## src/rtl/bus_pkg.sv

```systemverilog
`default_nettype none
// ============================================================================
// Module   : bus_pkg
// Brief    : Shared bus widths and arbiter state encoding.
// Revision : 1.0
// ============================================================================
package bus_pkg;

    localparam int BUS_ADDR_W = 32;
    localparam int BUS_DATA_W = 32;

    typedef enum logic [1:0] {
        ARB_IDLE    = 2'd0,
        ARB_BUSY    = 2'd1,
        ARB_RELEASE = 2'd2
    } arb_state_t;

endpackage
`default_nettype wire

```

## src/rtl/rr_priority_pick.sv

```systemverilog
`default_nettype none
// ============================================================================
// Module   : rr_priority_pick
// Brief    : Combinational round-robin winner search starting at a pointer.
// Revision : 1.0
// ============================================================================
module rr_priority_pick
    import bus_pkg::*;
#(
    parameter int NUM_MASTERS = 2,
    parameter int IDX_W       = $clog2(NUM_MASTERS)
) (
    input  logic [NUM_MASTERS-1:0] i_request,
    input  logic [IDX_W-1:0]       i_rr_ptr,
    output logic                   o_valid,
    output logic [IDX_W-1:0]       o_winner
);

    localparam logic [IDX_W:0] c_num = (IDX_W+1)'(NUM_MASTERS);

    logic [IDX_W:0] w_sum;

    always_comb begin
        o_valid  = 1'b0;
        o_winner = '0;
        w_sum    = '0;
        // Scan from the farthest offset inward so the request nearest the pointer wins.
        for (int off = NUM_MASTERS - 1; off >= 0; off--) begin
            w_sum = {1'b0, i_rr_ptr} + (IDX_W+1)'(off);
            if (w_sum >= c_num) begin
                w_sum = w_sum - c_num;
            end
            if (i_request[w_sum[IDX_W-1:0]]) begin
                o_valid  = 1'b1;
                o_winner = w_sum[IDX_W-1:0];
            end
        end
    end

endmodule
`default_nettype wire

```

## src/rtl/bus_arbiter.sv

```systemverilog
`default_nettype none
// ============================================================================
// Module   : bus_arbiter
// Brief    : Round-robin arbiter sharing one request/ready memory bus.
// Revision : 1.0
// ============================================================================
module bus_arbiter
    import bus_pkg::*;
#(
    parameter int NUM_MASTERS = 2,
    parameter int IDX_W       = $clog2(NUM_MASTERS)
) (
    input  logic                              i_clock,
    input  logic                              i_reset,
    input  logic [NUM_MASTERS-1:0]            i_master_request,
    input  logic [NUM_MASTERS-1:0]            i_master_rw,
    input  logic [NUM_MASTERS*BUS_ADDR_W-1:0] i_master_address,
    input  logic [NUM_MASTERS*BUS_DATA_W-1:0] i_master_wdata,
    output logic [NUM_MASTERS-1:0]            o_master_ready,
    output logic [BUS_DATA_W-1:0]             o_master_rdata,
    output logic                              o_request,
    output logic                              o_rw,
    output logic [BUS_ADDR_W-1:0]             o_address,
    output logic [BUS_DATA_W-1:0]             o_data,
    input  logic                              i_ready,
    input  logic [BUS_DATA_W-1:0]             i_data,
    output logic [IDX_W-1:0]                  o_grant
);

    localparam logic [IDX_W-1:0] c_last_idx = IDX_W'(NUM_MASTERS - 1);

    arb_state_t            r_state;
    arb_state_t            w_state_next;
    logic [IDX_W-1:0]      r_grant;
    logic [IDX_W-1:0]      r_rr_ptr;
    logic                  w_pick_valid;
    logic [IDX_W-1:0]      w_pick_idx;
    logic                  w_capture;
    logic [BUS_ADDR_W-1:0] w_addr_arr  [NUM_MASTERS];
    logic [BUS_DATA_W-1:0] w_wdata_arr [NUM_MASTERS];

    for (genvar k = 0; k < NUM_MASTERS; k++) begin : g_unpack
        assign w_addr_arr[k]  = i_master_address[k*BUS_ADDR_W +: BUS_ADDR_W];
        assign w_wdata_arr[k] = i_master_wdata[k*BUS_DATA_W +: BUS_DATA_W];
    end

    rr_priority_pick #(
        .NUM_MASTERS (NUM_MASTERS),
        .IDX_W       (IDX_W)
    ) u_pick (
        .i_request (i_master_request),
        .i_rr_ptr  (r_rr_ptr),
        .o_valid   (w_pick_valid),
        .o_winner  (w_pick_idx)
    );

    assign o_master_rdata = i_data;
    assign o_grant        = r_grant;

    always_comb begin
        w_state_next   = r_state;
        w_capture      = 1'b0;
        o_master_ready = '0;
        case (r_state)
            ARB_IDLE: begin
                if (w_pick_valid) begin
                    w_capture    = 1'b1;
                    w_state_next = ARB_BUSY;
                end
            end
            ARB_BUSY: begin
                // A master that abandoned its request mid-transaction gets no ready.
                o_master_ready[r_grant] = i_ready & i_master_request[r_grant];
                if (i_ready) begin
                    w_state_next = ARB_RELEASE;
                end
            end
            ARB_RELEASE: begin
                if (!i_master_request[r_grant]) begin
                    w_state_next = ARB_IDLE;
                end
            end
            default: begin
                w_state_next = ARB_IDLE;
            end
        endcase
    end

    always_ff @(posedge i_clock or posedge i_reset) begin
        if (i_reset) begin
            r_state   <= ARB_IDLE;
            r_grant   <= '0;
            r_rr_ptr  <= '0;
            o_request <= 1'b0;
            o_rw      <= 1'b0;
            o_address <= '0;
            o_data    <= '0;
        end else begin
            r_state <= w_state_next;
            if (w_capture) begin
                r_grant   <= w_pick_idx;
                r_rr_ptr  <= (w_pick_idx == c_last_idx) ? '0 : w_pick_idx + IDX_W'(1);
                o_request <= 1'b1;
                o_rw      <= i_master_rw[w_pick_idx];
                o_address <= w_addr_arr[w_pick_idx];
                o_data    <= w_wdata_arr[w_pick_idx];
            end else if (r_state == ARB_BUSY && i_ready) begin
                o_request <= 1'b0;
            end
        end
    end

endmodule
`default_nettype wire

```

## config.mk

```make
export PLATFORM = sky130hd
export DESIGN_NAME = bus_arbiter
export DESIGN_NICKNAME = d
export VERILOG_FILES = /design/src/rtl/bus_pkg.sv /design/src/rtl/rr_priority_pick.sv /design/src/rtl/bus_arbiter.sv
export SDC_FILE = /design/constraint.sdc
export NUM_CORES = 1
export LEC_CHECK = 0
export BUFFER_PORTS_ARGS = -buffer_cell sky130_fd_sc_hd__clkbuf_2
export CORE_AREA = 2 2 104 106
export CTS_CLUSTER_SIZE = 12
export DETAILED_ROUTE_END_ITERATION = 8
export DIE_AREA = 0 0 106 108
export MAX_ROUTING_LAYER = met4
export PLACE_DENSITY = 0.69
export SLEW_MARGIN = 40
export SYNTH_ARGS = -nofsm -noshare
export SYNTH_HDL_FRONTEND = slang
export SYNTH_SLANG_ARGS = --single-unit
export TNS_END_PERCENT = 100
```

## constraint.sdc

```tcl
create_clock -name i_clock -period 2.2 [get_ports i_clock]
set_input_delay 0.11 -clock i_clock [delete_from_list [all_inputs] [get_ports i_clock]]
set_output_delay 0.11 -clock i_clock [all_outputs]
set_load 0.02 [all_outputs]
```

==> results.yml, run 1 <==
synth:
  mappedNetlistNets: 451
  yosysSeqAreaShare_pct: 51.5
  synth_xor_xnor_area_share_pct: 0
  dominant_combinational_cell_family_by_area_after_synthesis: "compound AO/OA/AOI/OAI gates"
  synth.area.mux_share_pct: 0.331
  netlist_area_um2: 3400
  yosys_warnings: 0
  synth_compound_area_share_pct: 34.3
  yosys.cell_types.count: 19
  synth_seq_cells: 70
  post_synth_fa_ha_maj_area_fraction_pct: 0
  post_synth_and_or_nand_nor_area_fraction_pct: 2.50
  synth_area_per_cell_um2: 12.0
  synthCells: 284
clock_network:
  cts_root_buffer: "clkbuf_8"
  numCtsBuffers: 9
  cts_htree_levels: 3
  post_cts_buffers: 0
  cts_sinks: 70
  ctsHoldBuffers: 119
  cts_max_path_buffers: 2
  postCtsResizedCells: 0
place:
  placement.io_buffers: 203
  gp_routability_congestion: 0.781
  detailed_place_hpwl_um: 7370
  placed_cells_incl_taps: 571
floorplan:
  floorplan.rows: 37
  die_x_um: 106
  floorplan.die.height_um: 108
  io_pins: 268
  floorplan.initialDensity_pct: 33.2
run_status:
  firstError: "[ERROR RSZ-0060] Max buffer count reached."
  run_status: "stopped before the end"
  stop_stage: "clock tree synthesis"
## cells in the mapped netlist
library cell	number	share of area (%)
dfrtp_1	70	52
a221o_1	65	19
o21a_1	65	14
buf_4	32	7.1
clkbuf_1	14	1.5
buf_2	10	1.5
nand2_1	4	0.44
nand2b_1	4	0.74
o21ai_0	4	0.59
buf_6	3	0.99
nor2_1	3	0.33
and3_1	2	0.37
buf_1	2	0.22
inv_1	1	0.11
mux2_2	1	0.33
nand3b_1	1	0.22
nor3b_1	1	0.22
o22ai_1	1	0.18
or2_1	1	0.18
## stage by stage
stage	hold WS, ps	area, um^2	util (%)	worst slack [ps]
after global placement	220	4320	42.2	632
after floorplan	199	3400	-	322
after detailed placement	220	4320	42.2	596
## cells by family after synthesis
logic type	after synthesis
buffers and inverters	62
AOI/OAI and AO/OA	135
DFF	70
and+or+nand+nor	16
muxes	1
==> inputs of run 2 (changes only) <==
--- a/config.mk
+++ b/config.mk
@@ -6,12 +6,9 @@
 export NUM_CORES = 1
 export LEC_CHECK = 0
 export BUFFER_PORTS_ARGS = -buffer_cell sky130_fd_sc_hd__clkbuf_2
-export CORE_AREA = 2 2 104 106
-export CTS_CLUSTER_SIZE = 12
+export CORE_UTILIZATION = 23
 export DETAILED_ROUTE_END_ITERATION = 8
-export DIE_AREA = 0 0 106 108
-export MAX_ROUTING_LAYER = met4
-export PLACE_DENSITY = 0.69
+export PLACE_DENSITY_LB_ADDON = 0.15
 export SLEW_MARGIN = 40
 export SYNTH_ARGS = -nofsm -noshare
 export SYNTH_HDL_FRONTEND = slang
==> results.yml, run 2 <==
run_status:
  run_status: "finished, final reports clean"
drt:
  detailedRoute.firstIterationViolations: 123
  post_drt_via_cell_ratio: 4.72
  dr_total_vias: 3453
  detailedRoute.firstPassIterationCount: 4
  wire_per_inst_um: 16.1
  route.detailed.drc: 0
  finalWirelength_um: 11800
  drtAntennaViolNets: 0
synth:
  synth_top_cell_by_area: "dfrtp_1"
  synthTopCellsByCount: "dfrtp_1, a221o_1, o21a_1, buf_4, clkbuf_1"
  yosysSeqAreaShare_pct: 51.5
  mappedNetlistNets: 451
  synth_compound_area_share_pct: 34.3
  post_synth_fa_ha_maj_area_fraction_pct: 0
  yosys.cell_types.count: 19
  count_of_flip_flops_with_a_built_in_enable_after_synthesis: 0
  synth_xor_xnor_area_share_pct: 0
  synth_area_per_cell_um2: 12.0
  ys_async_sr_fraction_pct: 100
  netlist_area_um2: 3400
  post_synth_and_or_nand_nor_area_fraction_pct: 2.50
  synthCells: 284
  synth.area.mux_share_pct: 0.331
  synth_seq_cells: 70
  synth_most_common_cell: "dfrtp_1"
  yosys_warnings: 0
  dominant_combinational_cell_family_by_area_after_synthesis: "compound AO/OA/AOI/OAI gates"
  postSynth.topFlopCell: "dfrtp_1"
  post-synth-top-area-fraction_pct: 51.5
  synth_area_leaders: "dfrtp_1, a221o_1, o21a_1"
sta:
  worst-slew-pin-transition_ps: 501
  setup-violations-final: 0
  rsz0062_at_grt: "no"
  report.final.hold_viol_count: 0
  smallest_hold_slack_ps: 16.2
  period_share_pct: 95.0
  timing.setup.tns_ps: 0
  fmax_ghz: 0.478
  finalWorstPathRequiredPeriod_ps: 2090
  finClkSkew_ps: 6.45
  timing_max_transition_violations_final: 0
  max-slew-margin-rel_pct: 66.5
clock_network:
  cts_htree_levels: 3
  cts_sinks: 70
  path_clk_slew_ps: 60
  insertion_delay_ps: 330
  cts_root_buffer: "clkbuf_16"
  post_cts_buffers: 0
  cts_max_path_buffers: 2
  cts_tree: "built"
  numCtsBuffers: 9
power:
  total_leakage_power_nw: 2.79
  power.total_w: 0.00820
  power-per-cell-area_nw_per_um2: 1450
  vdd_ir_drop_max_mv: 0.493
global_route:
  grt_antenna_before_repair: 0
  grt_start_max_net_pins: 70
  global_route.overflow_total: 0
  number_of_global_route_vias_before_repair: 3343
  overall_track_demand_over_capacity_in_global_routing_pct: 14.5
  grt_pass1_wl_um: 16800
final_layout:
  layout_common_cells: "clkbuf_2, dlygate4sd3_1, dfrtp_1, o21a_1, a221o_1"
  layout_commonest_cell: "clkbuf_2"
  reg.largest.list: "o_address x32, o_data x32, r_state x2"
  finish.net_count: 709
  antenna_cells_inserted: 0
  syn2layout_area_growth_pct: 66.6
  drive_gt1_share_pct: 42.6
min_path:
  timing.hold.worst.class: "in2reg"
place:
  detailed_place_hpwl_um: 7150
  placement.io_buffers: 203
  gp_routability_congestion: 0.705
worst_setup_path:
  startpoint_type: "flop"
  cp_data_arrival_time_ps: 2300
  worst_ep_required_time_ps: 2410
  crit_path_end_kind: "flop"
  critical_path_peak_fanout: 35
  critPathKind: "reg2reg"
floorplan:
  io_pins: 268
  die_x_um: 124
  die_area_um2: 15300
  floorplan.rows: 44
  floorplan.initialDensity_pct: 23.5
  floorplan.die.height_um: 124
  floorplan.core_area_um2: 14500
job:
  max_cap_viol_count: 0
run 2: cell counts after synthesis:
No cell type changed its count.
run 2: area by class of cell:
| cell class | instances | area, um^2 |
|---|---|---|
| fillers | 1440 | 8810 |
| repair buffers | 308 | 2120 |
| flip-flops and latches | 70 | 1750 |
| multi-input cells | 152 | 1280 |
| clock buffers | 13 | 260 |
| well taps | 184 | 230 |
| clock inverters | 3 | 18.8 |
| inverters | 1 | 3.75 |
run 2: critical path, stage by stage (launching register included):
cell and delay (ps):
dfrtp_1 420, or2_4 300, buf_12 170, o21a_1 210, a221o_1 260, dlygate4sd3_1 570
run 2: cell families (layout without fill, tap and decap cells):
logic type | after synthesis | after routing
simple gates | 16 | 16
flops | 70 | 70
buf+inv | 62 | 325
compound gates | 135 | 135
mux | 1 | 1
run 2: what timing repair did:
| item | in CTS | in global routing |
|---|---|---|
| resized for setup | 0 | 2 |
| hold buffers | 95 | 0 |
| endpoints found under the setup margin | 0 | 20 |
| hold endpoints to repair | 63 | 0 |
run 2: path summary, 6_finish.rpt:
kind,startpoint,endpoint,slack [ps],cells past startpoint
setup reg to reg,r_state[0],o_address[19],110,5
hold reg to reg,o_request,o_request,490,2
setup / recovery,r_state[0],o_address[19],110,5
min in group asynchronous,i_reset,o_data[8],300,3
hold / removal,i_master_address[38],o_address[6],20,2
max in group asynchronous,i_reset,o_data[24],1230,4
run 2: layer usage:
metal  GRT usage (%)  part of all wire, %  vias to the layer above
met5               0                    0                        -
li1                -                    -                     1588
met4            6.40                  1.9                        0
met1            17.0                   43                     1684
met3            5.04                  8.6                       23
met2            23.9                   47                      158
run 2: power by group:
group / internal [W] / total [W] / switching [W]
sequential: 0.00192 / 0.00228 / 0.000360
combinational: 0.00233 / 0.00456 / 0.00223
clock: 0.000823 / 0.00137 / 0.000543
total: 0.00508 / 0.00820 / 0.00313
run 2: through the flow:
stage	util (%)	std cells	cell area (um^2)	setup slack (ps)
finish	39.1	731	5660	110
global route	39.1	731	5660	46.3
CTS	38.9	730	5630	47.2
detailed placement	30.4	619	4400	593
global placement	30.4	619	4400	594
floorplan	-	284	3400	322
(Power assumes the default switching activity.)
